<file path="src/rtl/div_pkg.sv">
// Shared definitions for the sequential restoring divider.
//   div_state_e : controller states (IDLE, BUSY, DONE)
//   DIV_DW      : default divisor/quotient/remainder width
//   div_cnt_w() : step-counter width for a given data width
//   DIV_CW      : step-counter width for the default data width
package div_pkg;

    localparam int unsigned DIV_DW = 8;

    typedef enum logic [1:0] {
        IDLE = 2'd0,
        BUSY = 2'd1,
        DONE = 2'd2
    } div_state_e;

    // Counter must hold 0..dw.
    function automatic int unsigned div_cnt_w(input int unsigned dw);
        return $clog2(dw + 1);
    endfunction

    localparam int unsigned DIV_CW = div_cnt_w(DIV_DW);

endpackage

</file>
<file path="src/rtl/div_restore_step.sv">
// One combinational restoring-division step.
// Ports:
//   rem      [DW-1:0] in  current partial remainder (always < divisor)
//   in_bit            in  next dividend bit shifted into the remainder
//   divisor  [DW-1:0] in  divisor
//   rem_next [DW-1:0] out updated partial remainder
//   q_bit             out quotient bit produced by this step
module div_restore_step
    import div_pkg::*;
#(
    parameter int unsigned DW = DIV_DW
) (
    input  logic [DW-1:0] rem,
    input  logic          in_bit,
    input  logic [DW-1:0] divisor,
    output logic [DW-1:0] rem_next,
    output logic          q_bit
);

    // DW+1 bits so the remainder MSB is not lost by the shift.
    logic [DW:0] trial;
    logic [DW:0] diff;

    always_comb begin
        trial = {rem, in_bit};
        diff  = trial - {1'b0, divisor};
        q_bit = (trial >= {1'b0, divisor});
        // rem < divisor on entry, so a successful subtract always fits in DW bits.
        rem_next = q_bit ? diff[DW-1:0] : trial[DW-1:0];
    end

endmodule

</file>
<file path="src/rtl/unsigned_div_16by8_seq.sv">
// Sequential unsigned restoring divider: 2*DW-bit dividend / DW-bit divisor,
// one quotient bit per clock, valid/ready on both sides.
// Optional build macro: DIV_BYPASS_EN adds 1-cycle shortcuts for divisor==1
// and dividend==0.
// Ports:
//   clk, rst_n            clock (rising edge), asynchronous active-low reset
//   in_valid / in_ready   operand handshake; dividend [2*DW-1:0], divisor [DW-1:0]
//   out_valid / out_ready result handshake
//   quotient, remainder   DW-bit results, meaningful while out_valid=1
//   div_by_zero           divisor was zero (quotient all ones, remainder = dividend low half)
//   overflow              quotient would not fit in DW bits (quotient all ones, remainder 0)
module unsigned_div_16by8_seq
    import div_pkg::*;
#(
    parameter int unsigned DW = DIV_DW
) (
    input  logic            clk,
    input  logic            rst_n,
    input  logic            in_valid,
    output logic            in_ready,
    input  logic [2*DW-1:0] dividend,
    input  logic [DW-1:0]   divisor,
    output logic            out_valid,
    input  logic            out_ready,
    output logic [DW-1:0]   quotient,
    output logic [DW-1:0]   remainder,
    output logic            div_by_zero,
    output logic            overflow
);

    localparam int unsigned CW = div_cnt_w(DW);

    div_state_e    state_q, state_d;
    logic [CW-1:0] cnt_q, cnt_d;
    logic [DW-1:0] rem_q, rem_d;
    // Dividend low bits shift out of the top while quotient bits enter at the
    // bottom; after DW steps it holds the quotient.
    logic [DW-1:0] shreg_q, shreg_d;
    logic [DW-1:0] dv_q, dv_d;
    logic          dbz_q, dbz_d;
    logic          ovf_q, ovf_d;

    logic [DW-1:0] step_rem;
    logic          step_q_bit;

    div_restore_step #(
        .DW (DW)
    ) u_step (
        .rem      (rem_q),
        .in_bit   (shreg_q[DW-1]),
        .divisor  (dv_q),
        .rem_next (step_rem),
        .q_bit    (step_q_bit)
    );

    always_comb begin
        state_d = state_q;
        cnt_d   = cnt_q;
        rem_d   = rem_q;
        shreg_d = shreg_q;
        dv_d    = dv_q;
        dbz_d   = dbz_q;
        ovf_d   = ovf_q;

        unique case (state_q)
            IDLE: begin
                if (in_valid) begin
                    dv_d  = divisor;
                    cnt_d = '0;
                    dbz_d = 1'b0;
                    ovf_d = 1'b0;
                    if (divisor == '0) begin
                        state_d = DONE;
                        dbz_d   = 1'b1;
                        shreg_d = '1;
                        rem_d   = dividend[DW-1:0];
                    end else if (dividend[2*DW-1:DW] >= divisor) begin
                        // Quotient would need more than DW bits.
                        state_d = DONE;
                        ovf_d   = 1'b1;
                        shreg_d = '1;
                        rem_d   = '0;
                    end
`ifdef DIV_BYPASS_EN
                    else if (divisor == DW'(1)) begin
                        state_d = DONE;
                        shreg_d = dividend[DW-1:0];
                        rem_d   = '0;
                    end else if (dividend == '0) begin
                        state_d = DONE;
                        shreg_d = '0;
                        rem_d   = '0;
                    end
`endif
                    else begin
                        state_d = BUSY;
                        rem_d   = dividend[2*DW-1:DW];
                        shreg_d = dividend[DW-1:0];
                    end
                end
            end

            BUSY: begin
                rem_d   = step_rem;
                shreg_d = {shreg_q[DW-2:0], step_q_bit};
                cnt_d   = cnt_q + CW'(1);
                if (cnt_q == CW'(DW - 1)) begin
                    state_d = DONE;
                end
            end

            DONE: begin
                if (out_ready) begin
                    state_d = IDLE;
                end
            end

            default: begin
                state_d = IDLE;
            end
        endcase
    end

    always_ff @(posedge clk or negedge rst_n) begin
        if (!rst_n) begin
            state_q <= IDLE;
            cnt_q   <= '0;
            rem_q   <= '0;
            shreg_q <= '0;
            dv_q    <= '0;
            dbz_q   <= 1'b0;
            ovf_q   <= 1'b0;
        end else begin
            state_q <= state_d;
            cnt_q   <= cnt_d;
            rem_q   <= rem_d;
            shreg_q <= shreg_d;
            dv_q    <= dv_d;
            dbz_q   <= dbz_d;
            ovf_q   <= ovf_d;
        end
    end

    always_comb begin
        in_ready    = (state_q == IDLE);
        out_valid   = (state_q == DONE);
        quotient    = shreg_q;
        remainder   = rem_q;
        div_by_zero = dbz_q;
        overflow    = ovf_q;
    end

endmodule

</file>
<file path="config.mk">
export PLATFORM = sky130hd
export DESIGN_NAME = unsigned_div_16by8_seq
export DESIGN_NICKNAME = d
export VERILOG_FILES = /design/src/rtl/div_pkg.sv /design/src/rtl/div_restore_step.sv /design/src/rtl/unsigned_div_16by8_seq.sv
export SDC_FILE = /design/constraint.sdc
export NUM_CORES = 1
export LEC_CHECK = 0
export BUFFER_PORTS_ARGS = -buffer_cell sky130_fd_sc_hd__buf_2
export CELL_PAD_IN_SITES_DETAIL_PLACEMENT = 1
export CELL_PAD_IN_SITES_GLOBAL_PLACEMENT = 1
export CORE_MARGIN = 2
export CORE_UTILIZATION = 44
export CTS_BUF_LIST = sky130_fd_sc_hd__clkbuf_16
export CTS_CLUSTER_DIAMETER = 40
export DETAILED_ROUTE_END_ITERATION = 6
export GPL_TIMING_DRIVEN = 0
export HOLD_SLACK_MARGIN = 0.05
export PLACE_DENSITY = 0.89
export SLEW_MARGIN = 20
export SYNTH_ARGS = -nofsm -noshare
export SYNTH_HDL_FRONTEND = slang
export SYNTH_SLANG_ARGS = --single-unit
</file>
<file path="constraint.sdc">
create_clock -name clk -period 4.8 [get_ports clk]
set_input_delay 0.24 -clock clk [delete_from_list [all_inputs] [get_ports clk]]
set_output_delay 0.24 -clock clk [all_outputs]
set_load 0.01 [all_outputs]
</file>
# --- Word-level counts from Yosys, hierarchy flattened ---
# Index checks and enable logic that the tools add are counted.
classes:
  n_lt_le_gt_ge: 2
  reduce_logical: 6
  mux: 20
  eq_ne: 6
  addsub: 2
op_table:
  columns: ["operator", "count"]
  rows:
  - ["two-way mux 8 bit", 7]
  - ["one-hot mux 8 bit (2 select lines)", 2]
  - ["two-way mux 2 bit", 5]
  - [">= comparator 9 x 8 -> 1 bit", 1]
  - [">= comparator 8 bit", 1]
  - ["logical NOT 8 bit", 1]
  - ["one-hot mux 4 bit (2 select lines)", 1]
  - ["subtractor 8 bit", 1]
  - ["one-hot mux 2 bit (3 select lines)", 1]
  - ["adder 4 x 1 -> 4 bit, second input constant", 1]
  - ["equality test 4 x 3 -> 1 bit, second input constant", 1]
  - ["two-way mux 4 bit", 1]
  - ["!= test 2 bit, second input constant", 2]
  - ["AND reduction 2 bit", 2]
  - ["two-way mux 1 bit", 3]
  - ["AND reduction 3 bit", 1]
  - ["equality test 2 x 1 -> 1 bit, second input constant", 1]
  - ["equality test 2 bit, second input constant", 1]
  - ["logical NOT 2 bit", 1]
  - ["!= test 2 x 1 -> 1 bit, second input constant", 1]
  - ["nonzero test 2 bit", 1]
word_totals:
  output_inout_bits: 20
  elab_cells: 43
  register_bits: 32

# --- Logic depth before layout (Yosys ltp) ---
logic_depth:
  depth_word: 5
  depth_mapped: 9

# --- Modules after synthesis ---
# A second synthesis with hierarchy kept.
hier_totals:
  hier_cells: 245
  area_unflattened_um2: 2163.3
modules_own_cells:
  columns: ["module", "cells_per_inst", "instances", "area_each_um2"]
  rows:
  - ["unsigned_div_16by8_seq", 175, 1, 1651.6]
  - ["div_restore_step", 70, 1, 511.7]

# --- Least setup slack after synthesis ---
# OpenSTA, ideal clock, no wires.
synth_timing:
  kind: "reg-to-reg"
  from: "register rem_q[2], in the netlist remainder[2]"
  to: "register rem_q[5], in the netlist remainder[5]"
  path_buffers: 0
  path_slack_ps: 2666
  setup_time_ps: 126
  synth_period_minus_slack_ps: 2134
  stages_incl_launch_ff: 7
  t_arrival_ps: 2008
  path_cell_list: "dfrtp_1 > ha_1 > and4_2 > nor4_4 > o21ai_4 > mux2_4 > a221o_1"
synth_via:
  elab_chain_cells: 3
  word_cells_on_any_way: 4
  cone_classes: "1 x add/sub; 1 x order compare; 2 x mux"
synth_rtl:
  columns: ["element", "line", "text"]
  rows:
  - ["start: declaration", "unsigned_div_16by8_seq.sv:35", "logic [DW-1:0] rem_q, rem_d;"]
  - ["start signal: assignment", "unsigned_div_16by8_seq.sv:136", "rem_q <= rem_d;"]
  - ["subtractor 8 bit / >= comparator 9 x 8 -> 1 bit (equally long branches)", "div_restore_step.sv:26, div_restore_step.sv:27", null]
  - ["two-way mux 8 bit (*)", "div_restore_step.sv:29", "rem_next = q_bit ? diff[DW-1:0] : trial[DW-1:0];"]
  - ["one-hot mux 8 bit (2 select lines) (*)", "unsigned_div_16by8_seq.sv:65", "unique case (state_q)"]
# Mark *: on every way between the ends. The rest lies on a longest branch, timed or not.
# A chain may end at the register's enable or synchronous reset.

# --- Worst setup path in the final report ---
layout_timing:
  from: "register rem_q[2], in the netlist remainder[2]"
  to: "register rem_q[1], in the netlist remainder[1]"
layout_via:
  elab_chain_cells: 3
layout_rtl:
  columns: ["element", "line", "text"]
  rows:
  - [">= comparator 9 x 8 -> 1 bit", "div_restore_step.sv:27", "q_bit = (trial >= {1'b0, divisor});"]
  - ["two-way mux 8 bit", "div_restore_step.sv:29", null]
  - ["one-hot mux 8 bit (2 select lines)", "unsigned_div_16by8_seq.sv:65", null]
# Every way passes these cells.

==> flow_summary.yaml <==
global_routing:
  grt_pass1_vias: 2156
  track_usage: 0.2722
  grt_pass1_wl_mm: 11.11
  overflow: 0
  grt_max_degree: 33
  antenna_found_initial: 0
sta:
  period_minus_slack_ns: 2.339
  finalSetupViolations: 0
  finalCritPeriodShare: 0.4873
  hold_violations: 0
  slew_viol_final: 0
  rsz0062_at_grt: "false"
  skew_ns: 0.004371
  maxSlewHeadroom: 0.5074
  hold_ws_ns: 0.2083
  clock.fmax_ghz: 0.4275
  tightest_slew_ns: 0.7390
  setup-tns-final_ns: 0
drt:
  vias: 2055
  drc_errors: 0
  viasPerCell: 5.838
  ant_nets: 0
  drt-total-wl_mm: 6.658
  drtPass1Iterations: 4
  post_drt_wl_per_cell_microns: 18.91
  dr.first_iter.drc_count: 94
power:
  total_leakage_power_nw: 1.318
  p_per_area_nw_per_um2: 800.1
  ir_drop_mv: 0.2698
logic_synthesis:
  synthCells: 229
  synth.avg_cell_area_sq_um: 9.403
  synth_top_cell_by_area: "dfrtp_1"
  async_flop_share: 1.000
  synth_area_leaders: "dfrtp_1 (37%), ha_1 (9.9%), nand2_1 (5.4%)"
  synth_ff_type: "dfrtp_1"
  yosysWarnings: 0
  ys_seq_elements: 32
  synth_common_cells: "dfrtp_1 (32), nand2_1 (31), o21ai_0 (22)"
  netlist.area_leader.share: 0.3719
  ys_seq_area_frac: 0.3719
  yosysMostFrequentCell: "dfrtp_1"
  synth_edf_count: 0
  syn-num-nets: 275
  syn-cell-area_sq_um: 2153
  yosys.cell_types.count: 52
final_layout:
  finalNetCount: 330
  fin_area_sq_um: 2646
  final_cell_count_no_fill: 352
  seqCellArea_sq_um: 800.8
  syn2layout_area_growth_pct: 22.89
  multiInputGateArea_sq_um: 1211
  num-fill-cells: 561
  drive_gt1_frac: 0.2456
  antenna_cells: 0
  final_core_util: 0.5603
worst_setup_path:
  cp.arrival_ns: 2.51
  worstPathCellList: "ha_1 > o21a_1 > o31a_1 > nor4_4 > o21ai_4 > mux2_1 > a221oi_1"
  crit_slowest_cell: "ha_1"
  start_kind: "flip-flop"
  critical_path_cell_count: 7
  crit_type: "flip-flop to flip-flop"
  cp_top_family: "compound AO/OA/AOI/OAI gates"
  slowest_delay_ns: 0.42
  r2r_cells: 7
  crit_path_end_kind: "flip-flop"
  cp_max_fo: 9
  worstPathRequired_ns: 4.97
  cp.buffers_inverters: 0
worst_hold_path:
  min_path_type: "input port to flip-flop"
  hold_path_depth: 3
clock_tree:
  h-tree-depth: 2
  cts_tree: "yes"
  cts_resized: 0
  cts_buffers: 5
  post_cts_buffers: 0
  cts-root-buf: "clkbuf_16"
  clock-sinks: 32
  clk_pin_slew_worst_paths_ns: 0.05
  clock_latency_ns: 0.28
  clock_path_buffers: 2
  ctsHoldBuffers: 1
placement:
  gp_congestion: 0.8447
  dp_cells: 343
  dp_hpwl_mm: 5.003
  place_area_sq_um: 2472
  io_buffers: 47
job:
  drv_cap: 0
floorplan:
  ios: 48
  dieArea_sq_um: 5469
  start_util: 0.4559
  die_w_microns: 73.96
  die_h_microns: 73.96
  rows: 25
  coreArea_sq_um: 4723
status:
  run_status: "complete, no violations"
## worst min-delay path, stage by stage
cell and delay (ns):
buf_2 0.11, nand2_1 0.05, nand2_1 0.05
## through the flow
| stage | power, mW | setup WS, ns |
|---|---|---|
| after floorplan | 1.371 | 2.666 |
| after global placement | 1.656 | 2.543 |
| after detailed placement | 1.721 | 2.503 |
| after CTS | 2.115 | 2.451 |
| after global routing | 2.290 | 2.282 |
| final | 2.117 | 2.461 |
## final cells by class
class	instances	share of cell area
multi-input combinational	166	0.4577
clock inverter	3	0.01466
sequential	32	0.3026
inverter	21	0.02979
clock buffer	5	0.04728
tap	67	0.03168
buffer	10	0.02364
timing repair buffer	48	0.09267
## worst paths after layout
check,slack [ns],to,startpoint
max in group asynchronous,3.76,dv_q[4],rst_n
worst min-delay path,0.21,dv_q[0],divisor[0]
worst max-delay path,2.46,remainder[1],remainder[2]
min in group asynchronous,0.56,cnt_q[2],rst_n
worst max register to register,2.46,remainder[1],remainder[2]
worst min register to register,0.48,dv_q[0],dv_q[0]
## cells by family after synthesis
kind of cell | share of synthesized area
AO/OA/AOI/OAI | 0.2499
buffers and inverters | 0.06566
multiplexers | 0.03137
AND/OR/NAND/NOR | 0.1569
flip-flops | 0.3719
XOR/XNOR | 0.01627
adder cells (fa/ha/maj) | 0.1081
## placed cells by master (no fill, tap or decap), types with 2 or more instances in the layout
cell type,netlist,final
buf_2,0,47
dfrtp_1,32,32
nand2_1,31,31
inv_1,21,22
o21ai_0,22,22
ha_1,17,17
a22oi_1,11,11
nor2_1,8,8
a21oi_1,7,7
a221oi_1,7,7
clkbuf_1,6,6
clkbuf_16,0,5
a21o_1,4,4
nor3_1,3,3
xnor2_1,3,3
or3_1,3,3
nand3b_1,3,3
mux2i_1,3,3
buf_4,2,2
or4_4,2,2
nor2b_1,2,2
and3_1,2,2
a221o_1,2,2
o31ai_1,2,2
o2111ai_1,2,2
o211a_1,2,2
o221ai_1,2,2
mux2_1,2,2
o21ai_1,2,2
nand3_1,2,2
## where the power goes
group / switching [mW] / internal (mW)
clock: 0.120 / 0.242
sequential: 0.0967 / 0.402
combinational: 0.712 / 0.545
total: 0.929 / 1.19
## layer usage
metal / vias to the layer above / wire (microns) / track usage
li1: 940 / - / -
met1: 1038 / 2936 / 0.3560
met2: 64 / 3298 / 0.4583
met3: 13 / 292 / 0.05014
met4: 0 / 131 / 0.08687
met5: - / 0 / 0
## registers in the layout (all words and copies together), names as in the netlist
name	cells
cnt_q	4
dv_q	8
state_q	2
div_by_zero	1
overflow	1
remainder	8
quotient	8
No activity file was read; power rests on OpenSTA's default activity.
